<file path="src/rtl/keypad_pkg.sv">
// Shared types and constants for the 4x4 matrix keypad scanner.
package keypad_pkg;

  typedef enum logic [1:0] {
    IDLE     = 2'd0,
    DEBOUNCE = 2'd1,
    PRESSED  = 2'd2,
    RELEASE  = 2'd3
  } key_state_e;

  localparam int NUM_COLS = 4;
  localparam int NUM_ROWS = 4;

  // Indexed {row, col}; PmodKYPD legend, rows top to bottom.
  localparam logic [3:0] KEY_MAP [0:15] = '{
    4'h1, 4'h2, 4'h3, 4'hA,
    4'h4, 4'h5, 4'h6, 4'hB,
    4'h7, 4'h8, 4'h9, 4'hC,
    4'h0, 4'hF, 4'hE, 4'hD
  };

endpackage

</file>
<file path="src/rtl/keypad_debounce_fsm.sv">
// Per-scan press/release debouncer; optional auto-repeat under KEYPAD_AUTOREPEAT_EN.
module keypad_debounce_fsm
  import keypad_pkg::*;
#(
  parameter int DEBOUNCE_SCANS = 4,
  parameter int REPEAT_SCANS   = 64
) (
  input  logic       clk,
  input  logic       rst,
  input  logic       scan_done,
  input  logic       hit,
  input  logic [3:0] code,
  output logic [3:0] key_code,
  output logic       key_valid,
  output logic       key_held,
  output logic [1:0] state_dbg
);

  localparam logic [3:0] DB_TARGET = 4'(DEBOUNCE_SCANS);

  if (DEBOUNCE_SCANS < 1 || DEBOUNCE_SCANS > 15) begin : g_bad_debounce
    $error("DEBOUNCE_SCANS must be within 1..15");
  end
  if (REPEAT_SCANS < 1) begin : g_bad_repeat
    $error("REPEAT_SCANS must be >= 1");
  end

  key_state_e state_q, state_d;
  logic [3:0] cand_q, cand_d;
  logic [3:0] cnt_q, cnt_d;
  logic [3:0] key_code_q, key_code_d;
  logic       key_valid_q, key_valid_d;
  logic       key_held_q, key_held_d;
  logic       rep_fire;

`ifdef KEYPAD_AUTOREPEAT_EN
  logic [15:0] rep_q, rep_d;

  // Held at zero outside PRESSED, so every entry into PRESSED starts a fresh period.
  always_comb begin
    rep_d    = rep_q;
    rep_fire = 1'b0;
    if (state_q != PRESSED) begin
      rep_d = '0;
    end else if (scan_done && hit) begin
      if (rep_q == 16'(REPEAT_SCANS - 1)) begin
        rep_d    = '0;
        rep_fire = 1'b1;
      end else begin
        rep_d = rep_q + 16'd1;
      end
    end
  end

  always_ff @(posedge clk or negedge rst) begin
    if (!rst) rep_q <= '0;
    else      rep_q <= rep_d;
  end
`else
  assign rep_fire = 1'b0;
`endif

  always_comb begin
    state_d     = state_q;
    cand_d      = cand_q;
    cnt_d       = cnt_q;
    key_code_d  = key_code_q;
    key_valid_d = 1'b0;
    key_held_d  = key_held_q;
    if (scan_done) begin
      unique case (state_q)
        IDLE: begin
          if (hit) begin
            cand_d = code;
            cnt_d  = 4'd1;
            if (DB_TARGET == 4'd1) begin
              state_d     = PRESSED;
              key_code_d  = code;
              key_valid_d = 1'b1;
              key_held_d  = 1'b1;
            end else begin
              state_d = DEBOUNCE;
            end
          end
        end
        DEBOUNCE: begin
          if (!hit) begin
            state_d = IDLE;
            cnt_d   = 4'd0;
          end else if (code == cand_q) begin
            cnt_d = cnt_q + 4'd1;
            if (cnt_q + 4'd1 >= DB_TARGET) begin
              state_d     = PRESSED;
              key_code_d  = cand_q;
              key_valid_d = 1'b1;
              key_held_d  = 1'b1;
            end
          end else begin
            cand_d = code;
            cnt_d  = 4'd1;
          end
        end
        PRESSED: begin
          if (!hit) begin
            cnt_d = 4'd1;
            if (DB_TARGET == 4'd1) begin
              state_d    = IDLE;
              key_held_d = 1'b0;
            end else begin
              state_d = RELEASE;
            end
          end else begin
            key_valid_d = rep_fire;
          end
        end
        RELEASE: begin
          if (hit) begin
            state_d = PRESSED;
          end else begin
            cnt_d = cnt_q + 4'd1;
            if (cnt_q + 4'd1 >= DB_TARGET) begin
              state_d    = IDLE;
              key_held_d = 1'b0;
            end
          end
        end
        default: state_d = IDLE;
      endcase
    end
  end

  always_ff @(posedge clk or negedge rst) begin
    if (!rst) begin
      state_q     <= IDLE;
      cand_q      <= '0;
      cnt_q       <= '0;
      key_code_q  <= '0;
      key_valid_q <= 1'b0;
      key_held_q  <= 1'b0;
    end else begin
      state_q     <= state_d;
      cand_q      <= cand_d;
      cnt_q       <= cnt_d;
      key_code_q  <= key_code_d;
      key_valid_q <= key_valid_d;
      key_held_q  <= key_held_d;
    end
  end

  assign key_code  = key_code_q;
  assign key_valid = key_valid_q;
  assign key_held  = key_held_q;
  assign state_dbg = state_q;

endmodule

</file>
<file path="src/rtl/keypad_scan_4x4.sv">
// 4x4 keypad column sweep, row synchronizer and per-scan result capture.
// Auto-repeat is enabled by defining KEYPAD_AUTOREPEAT_EN.
module keypad_scan_4x4
  import keypad_pkg::*;
#(
  parameter int NBITS_COMPARE  = 26,
  parameter int COMPARE        = 100_000,
  parameter int DEBOUNCE_SCANS = 4,
  parameter int REPEAT_SCANS   = 64
) (
  input  logic       clk,
  input  logic       rst,
  input  logic [3:0] row,
  output logic [3:0] col,
  output logic [3:0] key_code,
  output logic       key_valid,
  output logic       key_held,
  output logic [1:0] state_dbg
);

  if (COMPARE < 4) begin : g_bad_compare
    $error("COMPARE must be >= 4");
  end

  logic [NBITS_COMPARE-1:0] dwell_q, dwell_d;
  logic [1:0]               col_idx_q, col_idx_d;
  logic [NUM_ROWS-1:0]      sync1_q, sync2_q;
  logic                     hit_acc_q, hit_acc_d;
  logic [3:0]               code_acc_q, code_acc_d;
  logic                     tick, scan_done, scan_hit, col_hit, prior_hit;
  logic [3:0]               scan_code, prior_code;
  logic [1:0]               hit_row;

  always_comb begin
    tick      = (dwell_q == NBITS_COMPARE'(COMPARE - 1));
    dwell_d   = tick ? '0 : dwell_q + NBITS_COMPARE'(1);
    col_idx_d = tick ? col_idx_q + 2'd1 : col_idx_q;
    scan_done = tick && (col_idx_q == 2'(NUM_COLS - 1));

    // Walk rows downward so the lowest pressed row is the one left standing.
    col_hit = 1'b0;
    hit_row = 2'd0;
    for (int r = NUM_ROWS - 1; r >= 0; r--) begin
      if (!sync2_q[r]) begin
        col_hit = 1'b1;
        hit_row = 2'(r);
      end
    end

    // Column 0 opens a new scan, so earlier results are discarded there.
    prior_hit  = (col_idx_q == 2'd0) ? 1'b0 : hit_acc_q;
    prior_code = (col_idx_q == 2'd0) ? 4'd0 : code_acc_q;
    scan_hit   = prior_hit | col_hit;
    scan_code  = prior_hit ? prior_code : KEY_MAP[{hit_row, col_idx_q}];

    hit_acc_d  = tick ? scan_hit  : hit_acc_q;
    code_acc_d = tick ? scan_code : code_acc_q;
  end

  always_ff @(posedge clk or negedge rst) begin
    if (!rst) begin
      dwell_q    <= '0;
      col_idx_q  <= '0;
      sync1_q    <= '1;
      sync2_q    <= '1;
      hit_acc_q  <= 1'b0;
      code_acc_q <= '0;
    end else begin
      dwell_q    <= dwell_d;
      col_idx_q  <= col_idx_d;
      sync1_q    <= row;
      sync2_q    <= sync1_q;
      hit_acc_q  <= hit_acc_d;
      code_acc_q <= code_acc_d;
    end
  end

  assign col = ~(4'b0001 << col_idx_q);

  // key_valid is a one-clock strobe with no back-pressure: key_code is
  // stable while it is high and stays put until the next accepted press.
  keypad_debounce_fsm #(
    .DEBOUNCE_SCANS (DEBOUNCE_SCANS),
    .REPEAT_SCANS   (REPEAT_SCANS)
  ) u_fsm (
    .clk       (clk),
    .rst       (rst),
    .scan_done (scan_done),
    .hit       (scan_hit),
    .code      (scan_code),
    .key_code  (key_code),
    .key_valid (key_valid),
    .key_held  (key_held),
    .state_dbg (state_dbg)
  );

endmodule

</file>
<file path="config.mk">
export PLATFORM = sky130hd
export DESIGN_NAME = keypad_scan_4x4
export DESIGN_NICKNAME = d
export VERILOG_FILES = /design/src/rtl/keypad_pkg.sv /design/src/rtl/keypad_debounce_fsm.sv /design/src/rtl/keypad_scan_4x4.sv
export SDC_FILE = /design/constraint.sdc
export NUM_CORES = 1
export LEC_CHECK = 0
export CAP_MARGIN = 10
export CORE_MARGIN = 2
export CORE_UTILIZATION = 59
export CTS_BUF_LIST = sky130_fd_sc_hd__clkbuf_16
export DETAILED_ROUTE_END_ITERATION = 16
export PLACE_DENSITY_LB_ADDON = 0.12
export SLEW_MARGIN = 20
export SYNTH_ARGS = -nofsm -noshare
export SYNTH_HDL_FRONTEND = slang
export SYNTH_SLANG_ARGS = --single-unit
</file>
<file path="constraint.sdc">
create_clock -name clk -period 3 [get_ports clk]
set_clock_uncertainty 0.2 [all_clocks]
set_input_delay 0.75 -clock clk [delete_from_list [all_inputs] [get_ports clk]]
set_output_delay 0.75 -clock clk [all_outputs]
set_load 0.01 [all_outputs]
</file>
==> summary.txt, run 1 <==
Global routing
  – Number of global-route vias before repair: 2149
  – Pin count of the biggest net entering global routing: 37
  – Initial antenna violation count: 0
  – Total grt overflow: 0
  – Gr usage total: 0.252
  – Global-route wire length before repair: 10.3 mm

Critical path
  – Cells on worst reg2reg path: 7
  – Required @ worst endpoint: 2050 ps
  – Crit path kind: flip-flop to output port
  – Critical R2R Launch: dwell_q[0]$_DFF_PN0_
  – Type of origin of the critical path: flip-flop
  – CP Launch Point: col_idx_q[0]$_DFFE_PN0N_
  – Worst-path maximum fanout: 6
  – Crit end category: output port
  – Data arrival, critical path: 1810 ps

Logic synthesis
  – Post-synthesis simple-gate area fraction: 0.218
  – Syn nets: 293
  – Avg Inst Size Synth: 10.5 sq um
  – Predominant post-synthesis flop cell: dfrtp_1
  – Largest family of logic cells by synthesized area: simple AND/OR/NAND/NOR gates
  – Most area-consuming cells after synthesis: dfrtp_1 42%, dfstp_2 7.1%, xnor2_1 6.2%
  – Cell variety after synth: 54
  – XOR/XNOR Fraction of Synth Area: 0.0921
  – FFs w/ async S/R, synth: 1.00
  – Adder-cell share of the synthesized area: 0.0297
  – Synthesized flop and latch total: 57
  – Post-synth top cells: 49 x dfrtp_1, 26 x nand2_1, 24 x nor2_1, 21 x xnor2_1, 16 x inv_1
  – Register area share after synthesis: 0.487
  – Synth Instances: 280
  – Largest area contributor in the netlist: dfrtp_1
  – Cell area after synthesis: 0.00295 sq mm
  – Yosys warns: 0
  – Post-synthesis mux area share: 0.0412
  – Compound-Gate Fraction of Synth Area: 0.102
  – Most common cell in the netlist: dfrtp_1
  – EDFF count, synth: 0
  – Share of the synthesized area in the top cell type: 0.416

Hold path
  – Tightest Hold Check Type: flip-flop to flip-flop
  – Critical hold path startpoint: sync1_q[2]$_DFF_PN1_
  – Worst Hold Path Cells: 0

Power
  – Logic pwr share: 0.027
  – Net Switching: 0.373 mW
  – Switch share: 0.189
  – PwrDens: 554 mW/mm^2
  – Clock Power Share: 0.575
  – Seq pwr share: 0.398
  – Leak: 1.59 nW
  – VDD IR max: 0.335 mV
  – Cell internal pwr: 1.60 mW

Die
  – Chip Height: 74.7 um
  – Initial Util: 0.616
  – CORE AREA: 0.00479 sq mm
  – Die extent in x: 74.7 um
  – Row Count: 25
  – Ports: 18
  – Die ar.: 0.00558 sq mm

STA
  – Part of the cycle the worst path needs: 0.921
  – Fin crit period: 2760 ps
  – RSZ-0062 raised after global routing: no
  – Final TNS setup: 0 ps
  – Worst rel slew slack: 0.487
  – Slew Limit Fails: 0
  – Fmax: 362 MHz
  – Final hold viol count: 0
  – Final setup fails: 0
  – Worst-Margin Slew: 770 ps
  – Hold_ws: 154 ps

Route
  – M1 WL: 2.60 mm
  – DRT iter0 DRCs: 124
  – Highest metal used: met4
  – Drt first pass iters: 4
  – Routed wl met3: 280 um
  – Routed WL: 5.94 mm
  – Routed Antenna Nets: 0
  – Via count: 2211
  – Drt drc: 0
  – Vias per inst: 5.79
  – WL per Instance: 15.5 um
  – Met2 Routed Length: 2.84 mm

Placement
  – Gpl congestion: 0.929
  – Port bufs: 17
  – DP HPWL: 4.25 mm

Clocking
  – Hold_buf cts: 0
  – Reg clk slew, reported paths: 50 ps
  – Post-cts resize count: 0
  – Num CTS Buffers: 9
  – Clk sinks: 57
  – CTS root buf: clkbuf_16
  – Max Root-Sink Buffers: 2
  – Setup Fix Bufs, Post-CTS: 0
  – CTS tree: yes
  – Max H-tree Level: 3
  – Worst-Skew Late Latency: 320 ps

Final layout
  – Antenna diodes: 0
  – Multi-input gate area: 0.00143 sq mm
  – Layout Utilization: 0.745
  – Nets: 323
  – FILL cells: 353
  – Layout overhead on the synthesized area: 20.9%
  – Reg area: 0.00144 sq mm
  – Share of layout cells above drive strength 1: 0.178

Flow run
  – MaxCap Viol Count: 0

Outcome
  – Outcome: finished clean
-- registers in the layout, indices dropped and copies added, names as in the netlist, named ones only --
register,cells
dwell_q,26
u_fsm.key_valid,1
u_fsm.cand_q,4
sync2_q,4
sync1_q,4
u_fsm.key_held,1
code_acc_q,4
u_fsm.cnt_q,4
hit_acc_q,1
u_fsm.key_code,4
col_idx_q,2
u_fsm.state_dbg,1
-- layout make-up --
| type | count | area share |
|---|---|---|
| clock buffer | 9 | 0.0632 |
| sequential | 57 | 0.403 |
| multi-input combinational | 201 | 0.400 |
| timing repair buffer | 25 | 0.0632 |
| tap | 67 | 0.0235 |
| inverter | 16 | 0.0168 |
| clock inverter | 7 | 0.0305 |
-- kinds of logic after synthesis --
| group | Yosys count |
|---|---|
| flip-flops | 57 |
| buffers and inverters | 22 |
| adder cells (fa/ha/maj) | 7 |
| multiplexers | 11 |
| XOR/XNOR | 31 |
| AND/OR/NAND/NOR | 110 |
| AO/OA/AOI/OAI | 42 |
-- path summary, 6_finish.rpt --
kind,to,slack [ps]
max,col[0],240
min,sync2_q[2]$_DFF_PN1_,150
max reg2reg,u_fsm.cand_q[2]$_DFFE_PN0P_,260
min reg2reg,sync2_q[2]$_DFF_PN1_,150
max in group asynchronous,dwell_q[5]$_DFF_PN0_,1630
min in group asynchronous,u_fsm.cnt_q[2]$_DFFE_PN0P_,300
-- through the flow --
step,area (sq um),setup slack [ps],total power [mW],cells
final,3560,237,1.97,382
after global routing,3560,66.3,2.04,382
after CTS,3560,238,1.99,382
after detailed placement,3230,279,0.852,366
after global placement,3230,359,0.851,366
after floorplan,2950,326,0.822,280
-- worst max-delay path, stage by stage (launching register included) --
cell and delay (ps):
dfrtp_1 390, inv_1 120, ha_1 280, inv_1 140, clkdlybuf4s50_1 550
-- cell usage in the layout (no fill, tap or decap), types with 3 or more instances in the layout --
| master | count |
|---|---|
| nor4_1 | 4 |
| dfrtp_1 | 49 |
| clkinv_2 | 3 |
| inv_1 | 16 |
| clkbuf_16 | 9 |
| nor2_1 | 24 |
| clkdlybuf4s50_1 | 16 |
| a31oi_1 | 4 |
| dfstp_2 | 8 |
| a2bb2oi_1 | 3 |
| and3_1 | 3 |
| nand3_1 | 14 |
| buf_4 | 8 |
| and2_1 | 3 |
| ha_1 | 7 |
| bufinv_16 | 3 |
| nand4_1 | 8 |
| nand2_1 | 26 |
| o21ai_0 | 9 |
| xor2_1 | 10 |
| xnor2_1 | 21 |
| nor3b_1 | 5 |
| nand2b_1 | 4 |
| a21oi_1 | 7 |
| mux2_2 | 9 |
-- per-layer routing --
| metal | global-route usage | vias up |
|---|---|---|
| li1 | - | 1050 |
| met2 | 0.387 | 76 |
| met4 | 0.129 | 0 |
| met3 | 0.0723 | 21 |
| met5 | 0 | - |
| met1 | 0.327 | 1064 |
-- power by group through the flow --
stage	Sequential [mW]	Combinational, mW	Clock (mW)
floorplan	0.795	0.0272	0
detailed placement	0.799	0.0534	0
global placement	0.798	0.0526	0
CTS	0.786	0.0539	1.15
global route	0.787	0.0602	1.20
finish	0.787	0.0529	1.13
Note: power is estimated with default switching activity, not from simulation.
==> run 2: changes to the inputs <==
Settings changed: GPL_TIMING_DRIVEN set to 0.
==> summary.txt, run 2 (synthesis results as in run 1) <==
Placement
  – Gpl congestion: 0.794 (was 0.929)
  – Place WS: -124 ps (was 279 ps)
  – Placed instance area: 0.00320 sq mm (was 0.00323 sq mm)
  – Dpl cells: 364 (was 366)
  – Port bufs: 17 (unchanged)
  – DP HPWL: 3.78 mm (was 4.25 mm)

STA
  – Part of the cycle the worst path needs: 0.931 (was 0.921)
  – Final WS setup: 208 ps (was 237 ps)
  – Final setup fails: 0 (unchanged)
  – Worst rel slew slack: 0.547 (was 0.487)
  – RSZ-0062 raised after global routing: no (unchanged)
  – Slew Limit Fails: 0 (unchanged)
  – Final TNS setup: 0 ps (unchanged)
  – Worst-Margin Slew: 680 ps (was 770 ps)
  – Final hold viol count: 0 (unchanged)
  – Fin crit period: 2790 ps (was 2760 ps)
  – Fmax: 358 MHz (was 362 MHz)

Critical path
  – Crit path kind: flip-flop to flip-flop (was flip-flop to output port)
  – Data arrival, critical path: 2790 ps (was 1810 ps)
  – R2R Setup Slk: 210 ps (was 260 ps)
  – Worst-path maximum fanout: 9 (was 6)
  – Critical R2R Launch: sync2_q[0]$_DFF_PN1_ (was dwell_q[0]$_DFF_PN0_)
  – Crit end category: flip-flop (was output port)
  – Cells on worst reg2reg path: 8 (was 7)
  – RR Endpoint: u_fsm.cand_q[2]$_DFFE_PN0P_ (unchanged)
  – Type of origin of the critical path: flip-flop (unchanged)
  – Required @ worst endpoint: 2990 ps (was 2050 ps)

Die
  – Die extent in x: 74.7 um (unchanged)
  – Chip Height: 74.7 um (unchanged)
  – CORE AREA: 0.00479 sq mm (unchanged)
  – Ports: 18 (unchanged)
  – Row Count: 25 (unchanged)
  – Die ar.: 0.00558 sq mm (unchanged)
  – Initial Util: 0.616 (unchanged)

Outcome
  – Outcome: finished clean (unchanged)

Power
  – Seq pwr share: 0.471 (was 0.398)
  – Net Switching: 0.336 mW (was 0.373 mW)
  – Clock Power Share: 0.496 (was 0.575)
  – Switch share: 0.202 (was 0.189)
  – VDD IR max: 0.353 mV (was 0.335 mV)
  – Cell internal pwr: 1.33 mW (was 1.60 mW)
  – PwrDens: 478 mW/mm^2 (was 554 mW/mm^2)
  – Leak: 1.55 nW (was 1.59 nW)
  – Design Power: 1.67 mW (was 1.97 mW)
  – Logic pwr share: 0.033 (was 0.027)

Clocking
  – CTS root buf: clkbuf_16 (unchanged)
  – Worst-Skew Late Latency: 310 ps (was 320 ps)
  – CTS tree: yes (unchanged)
  – Reg clk slew, reported paths: 50 ps (about the same)
  – Num CTS Buffers: 9 (unchanged)
  – Max Root-Sink Buffers: 2 (unchanged)
  – Max H-tree Level: 3 (unchanged)
  – Clk sinks: 57 (unchanged)

Route
  – Routed WL: 5.46 mm (was 5.94 mm)
  – Drt drc: 0 (unchanged)
  – Routed Antenna Nets: 0 (unchanged)
  – WL per Instance: 14.4 um (was 15.5 um)
  – Vias per inst: 5.57 (was 5.79)
  – Drt first pass iters: 4 (unchanged)
  – DRT iter0 DRCs: 95 (was 124)
  – Via count: 2111 (was 2211)

Final layout
  – Layout overhead on the synthesized area: 18.2% (was 20.9%)
  – Non-filler instance count after layout: 379 (was 382)
  – Nets: 322 (was 323)
  – Biggest register: dwell_q (unchanged)
  – Largest register FFs: 26 (unchanged)
  – Commonest non-fill, non-tap cell in the layout: dfrtp_1 (unchanged)
  – Multi-input gate area: 0.00145 sq mm (was 0.00143 sq mm)
  – Reg area: 0.00144 sq mm (unchanged)
  – FILL cells: 370 (was 353)
  – Commonest non-fill, non-tap cells in the layout: 49 x dfrtp_1, 26 x nand2_1, 24 x nor2_1 (unchanged)
  – Fin area: 0.00348 sq mm (was 0.00356 sq mm)
  – Antenna diodes: 0 (unchanged)
  – Share of layout cells above drive strength 1: 0.163 (was 0.178)

Hold path
  – Worst Hold Path Cells: 0 (unchanged)
  – Critical hold path startpoint: sync1_q[1]$_DFF_PN1_ (was sync1_q[2]$_DFF_PN1_)
  – Tightest Hold Check Type: flip-flop to flip-flop (unchanged)
  – Hold Path Sink: sync2_q[1]$_DFF_PN1_ (was sync2_q[2]$_DFF_PN1_)

Global routing
  – Initial antenna violation count: 0 (unchanged)
  – Total grt overflow: 0 (unchanged)
  – Global-route wire length before repair: 9.52 mm (was 10.3 mm)
  – Gr usage total: 0.231 (was 0.252)
  – Pin count of the biggest net entering global routing: 58 (was 37)
  – Number of global-route vias before repair: 2119 (was 2149)

Flow run
  – MaxCap Viol Count: 0 (unchanged)
-- run 2: worst max-delay path by stage --
stage / start / slack [ps] / to
final: sync2_q[0]$_DFF_PN1_ / 210 / u_fsm.cand_q[2]$_DFFE_PN0P_
after global routing: col_idx_q[0]$_DFFE_PN0N_ / 50 / u_fsm.key_code[2]$_DFFE_PN0P_
after CTS: col_idx_q[0]$_DFFE_PN0N_ / 70 / u_fsm.key_code[0]$_DFFE_PN0P_
after detailed placement: col_idx_q[0]$_DFFE_PN0N_ / -120 / u_fsm.key_code[2]$_DFFE_PN0P_
after global placement: rst / -750 / dwell_q[3]$_DFF_PN0_
after floorplan: col_idx_q[0]$_DFFE_PN0N_ / 330 / u_fsm.key_code[0]$_DFFE_PN0P_
-- run 2: worst max-delay path, stage by stage (launching register included) --
cell,delay [ps]
dfstp_2,510
clkbuf_1,310
inv_1,100
a21oi_1,200
xnor2_1,140
a211oi_1,500
nor3_4,150
a21boi_4,200
mux2_2,360
-- run 2: final cells by class --
cell class / count / area share
multi-input combinational: 201 / 0.417
sequential: 57 / 0.412
clock buffer: 9 / 0.0647
timing repair buffer: 19 / 0.0524
tap: 67 / 0.0241
inverter: 16 / 0.0172
buffer: 5 / 0.00647
clock inverter: 5 / 0.00539
-- run 2: metal layers --
metal,vias to the layer above,global-route usage,share of wire
li1,1042,-,-
met1,1028,0.302,0.48
met2,33,0.357,0.48
met3,8,0.0509,0.026
met4,0,0.133,0.015
met5,-,0,0
-- run 2: what timing repair did --
action,4_1_cts,5_1_grt
setup endpoints to repair,10,14
gates resized for setup,1,5
buffers inserted,0,2
pin swaps,0,1
hold buffers,0,0
-- run 2: power groups by stage --
stage	Clock (mW)	Sequential, mW	Combinational (mW)
3_3_place_gp	0	0.795	0.0539
3_5_place_dp	0	0.795	0.0542
2_1_floorplan	0	0.795	0.0272
6_report	0.826	0.784	0.0555
4_1_cts	0.848	0.784	0.0549
5_1_grt	0.887	0.784	0.0631
-- run 2: stage by stage --
step,hold slack [ps],util
global route,160,0.728
floorplan,145,-
finish,153,0.728
CTS,154,0.719
global placement,145,0.669
detailed placement,147,0.668
==> run 3: changes to the inputs <==
Settings changed: PLACE_DENSITY set to 0.83, PLACE_DENSITY_LB_ADDON 0.12 to unset, SETUP_SLACK_MARGIN set to 0.05.
==> summary.txt, run 3 (synthesis results as in run 1) <==
Route
  – Drt drc: 0 (unchanged)
  – Vias per inst: 5.82 (was 5.57)
  – DRT iter0 DRCs: 145 (was 95)
  – Routed WL: 5.90 mm (was 5.46 mm)
  – Routed Antenna Nets: 0 (unchanged)
  – Drt first pass iters: 5 (was 4)
  – Via count: 2218 (was 2111)
  – WL per Instance: 15.5 um (was 14.4 um)

Placement
  – Dpl cells: 364 (unchanged)
  – Port bufs: 17 (unchanged)
  – Gpl congestion: 0.826 (was 0.794)
  – DP HPWL: 3.77 mm (was 3.78 mm)

Power
  – Net Switching: 0.365 mW (was 0.336 mW)
  – Cell internal pwr: 1.33 mW (about the same)
  – Seq pwr share: 0.461 (was 0.471)
  – Switch share: 0.215 (was 0.202)
  – Leak: 1.56 nW (was 1.55 nW)
  – VDD IR max: 0.411 mV (was 0.353 mV)
  – Logic pwr share: 0.034 (was 0.033)
  – PwrDens: 487 mW/mm^2 (was 478 mW/mm^2)
  – Clock Power Share: 0.506 (was 0.496)

Global routing
  – Global-route wire length before repair: 9.73 mm (was 9.52 mm)
  – Gr usage total: 0.237 (was 0.231)
  – Pin count of the biggest net entering global routing: 58 (unchanged)
  – Initial antenna violation count: 0 (unchanged)
  – Total grt overflow: 0 (unchanged)
  – Number of global-route vias before repair: 2058 (was 2119)

Clocking
  – Hold_buf cts: 0 (unchanged)
  – CTS root buf: clkbuf_16 (unchanged)
  – Clk sinks: 57 (unchanged)
  – Max Root-Sink Buffers: 2 (unchanged)
  – CTS tree: yes (unchanged)
  – Reg clk slew, reported paths: 50 ps (about the same)
  – Worst-Skew Late Latency: 320 ps (was 310 ps)
  – Num CTS Buffers: 9 (unchanged)
  – Max H-tree Level: 3 (unchanged)

STA
  – RSZ-0062 raised after global routing: no (unchanged)
  – Fmax: 351 MHz (was 358 MHz)
  – Slew Limit Fails: 0 (unchanged)
  – Worst rel slew slack: 0.512 (was 0.547)
  – Final setup fails: 0 (unchanged)
  – Fin crit period: 2850 ps (was 2790 ps)
  – Part of the cycle the worst path needs: 0.950 (was 0.931)
  – Worst-Margin Slew: 730 ps (was 680 ps)
  – Final hold viol count: 0 (unchanged)
  – Final TNS setup: 0 ps (unchanged)

Critical path
  – Delay-heaviest family, CP: simple AND/OR/NAND/NOR gates (was compound AO/OA/AOI/OAI gates)
  – Critical path, cell by cell: inv_1, ha_2, nand2b_2, o2111ai_1, a32oi_2, mux2i_1, and3_2, nand4_4, mux2_2 (was clkbuf_1, inv_1, a21oi_1, xnor2_1, a211oi_1, nor3_4, a21boi_4, mux2_2)
  – Crit path kind: flip-flop to flip-flop (unchanged)
  – Cells on worst reg2reg path: 9 (was 8)
  – WP buf/inv: 1 (was 2)
  – RR Endpoint: u_fsm.key_code[3]$_DFFE_PN0P_ (was u_fsm.cand_q[2]$_DFFE_PN0P_)
  – Slowest-stage cell, CP: dfrtp_1 (was dfstp_2)
  – Type of origin of the critical path: flip-flop (unchanged)
  – Largest stage delay on the critical path: 410 ps (was 510 ps)
  – Crit end category: flip-flop (unchanged)
  – Data arrival, critical path: 2850 ps (was 2790 ps)
  – CP Launch Point: col_idx_q[0]$_DFFE_PN0N_ (was sync2_q[0]$_DFF_PN1_)
  – Critical R2R Launch: col_idx_q[0]$_DFFE_PN0N_ (was sync2_q[0]$_DFF_PN1_)
  – R2R Setup Slk: 150 ps (was 210 ps)
  – Required @ worst endpoint: 3000 ps (was 2990 ps)
  – Worst-path maximum fanout: 8 (was 9)

Hold path
  – Worst Hold Path Cells: 0 (unchanged)
  – Tightest Hold Check Type: flip-flop to flip-flop (unchanged)
  – Critical hold path startpoint: sync1_q[1]$_DFF_PN1_ (unchanged)
  – Hold Path Sink: sync2_q[1]$_DFF_PN1_ (unchanged)

Final layout
  – Commonest non-fill, non-tap cell in the layout: dfrtp_1 (unchanged)
  – Share of layout cells above drive strength 1: 0.166 (was 0.163)
  – Nets: 322 (unchanged)
  – Commonest non-fill, non-tap cells in the layout: 49 x dfrtp_1, 26 x nand2_1, 24 x nor2_1 (unchanged)
  – Antenna diodes: 0 (unchanged)
  – FILL cells: 342 (was 370)
  – Layout overhead on the synthesized area: 18.4% (was 18.2%)
  – Largest register FFs: 26 (unchanged)
  – Non-filler instance count after layout: 381 (was 379)
  – Biggest register: dwell_q (unchanged)

Outcome
  – Outcome: finished clean (unchanged)

Die
  – Initial Util: 0.616 (unchanged)
  – Die ar.: 0.00558 sq mm (unchanged)
  – Row Count: 25 (unchanged)
  – Ports: 18 (unchanged)
  – Chip Height: 74.7 um (unchanged)
  – Die extent in x: 74.7 um (unchanged)
  – CORE AREA: 0.00479 sq mm (unchanged)

Flow run
  – MaxCap Viol Count: 0 (unchanged)
## run 3: cell types whose count changed in the layout (fill, tap and decap cells not counted), sizes merged
cell,before,now
inv,19,21
## run 3: worst reg2reg max path, stage by stage, from the launching register on
cell and delay (ps):
dfrtp_1 410, inv_1 160, ha_2 260, nand2b_2 240, o2111ai_1 170, a32oi_2 270, mux2i_1 260, and3_2 290
nand4_4 160, mux2_2 310
## run 3: final cells by class
| cell class | instances | area (sq um) | share of cell area |
|---|---|---|---|
| clock inverter | 7 | 26.3 | 0.00753 |
| clock buffer | 9 | 225 | 0.0645 |
| multi-input combinational | 201 | 1450 | 0.416 |
| buffer | 5 | 22.5 | 0.00645 |
| inverter | 16 | 60.1 | 0.0172 |
| sequential | 57 | 1440 | 0.411 |
| tap | 67 | 83.8 | 0.0240 |
| timing repair buffer | 19 | 183 | 0.0523 |
## run 3: worst max-delay path by stage
stage | depth (start not counted) | slack, ps | endpoint
2_1_floorplan | 10 | 330 | u_fsm.key_code[0]$_DFFE_PN0P_
3_3_place_gp | 1 | -720 | col_idx_q[0]$_DFFE_PN0N_
3_5_place_dp | 10 | -60 | u_fsm.key_code[1]$_DFFE_PN0P_
4_1_cts | 9 | 90 | u_fsm.key_code[1]$_DFFE_PN0P_
5_1_grt | 9 | 30 | u_fsm.cand_q[1]$_DFFE_PN0P_
6_report | 9 | 150 | u_fsm.key_code[3]$_DFFE_PN0P_
## run 3: per-stage QoR
step                hold slack (ps)  area (sq um)   util  setup slack, ps  total power, mW
detailed placement              148          3200  0.668            -61.8            0.849
global route                    156          3490  0.729             33.1             1.75
CTS                             154          3450  0.721             86.7             1.71
finish                          153          3490  0.729              149             1.70
floorplan                       145          2950      -              326            0.822
global placement                146          3200  0.669             -719            0.848
## run 3: layer usage
layer	vias to the layer above	track usage	wire (um)
met4	0	0.135	173
met2	66	0.347	2770
met3	22	0.0509	234
met5	-	0	0
li1	1052	-	-
met1	1078	0.329	2730
## run 3: timing repair
item,4_1_cts,5_1_grt
setup buffers,0,2
cloned,0,0
endpoints found under the setup margin,10,12
gates resized for setup,1,5
pin swaps,0,1
## run 3: power by group through the flow
stage	Sequential [mW]	Clock, mW	Combinational [mW]
after floorplan	0.795	0	0.0272
after global placement	0.795	0	0.0529
after detailed placement	0.795	0	0.0542
after CTS	0.783	0.870	0.0548
after global routing	0.783	0.903	0.0642
final	0.783	0.859	0.0569
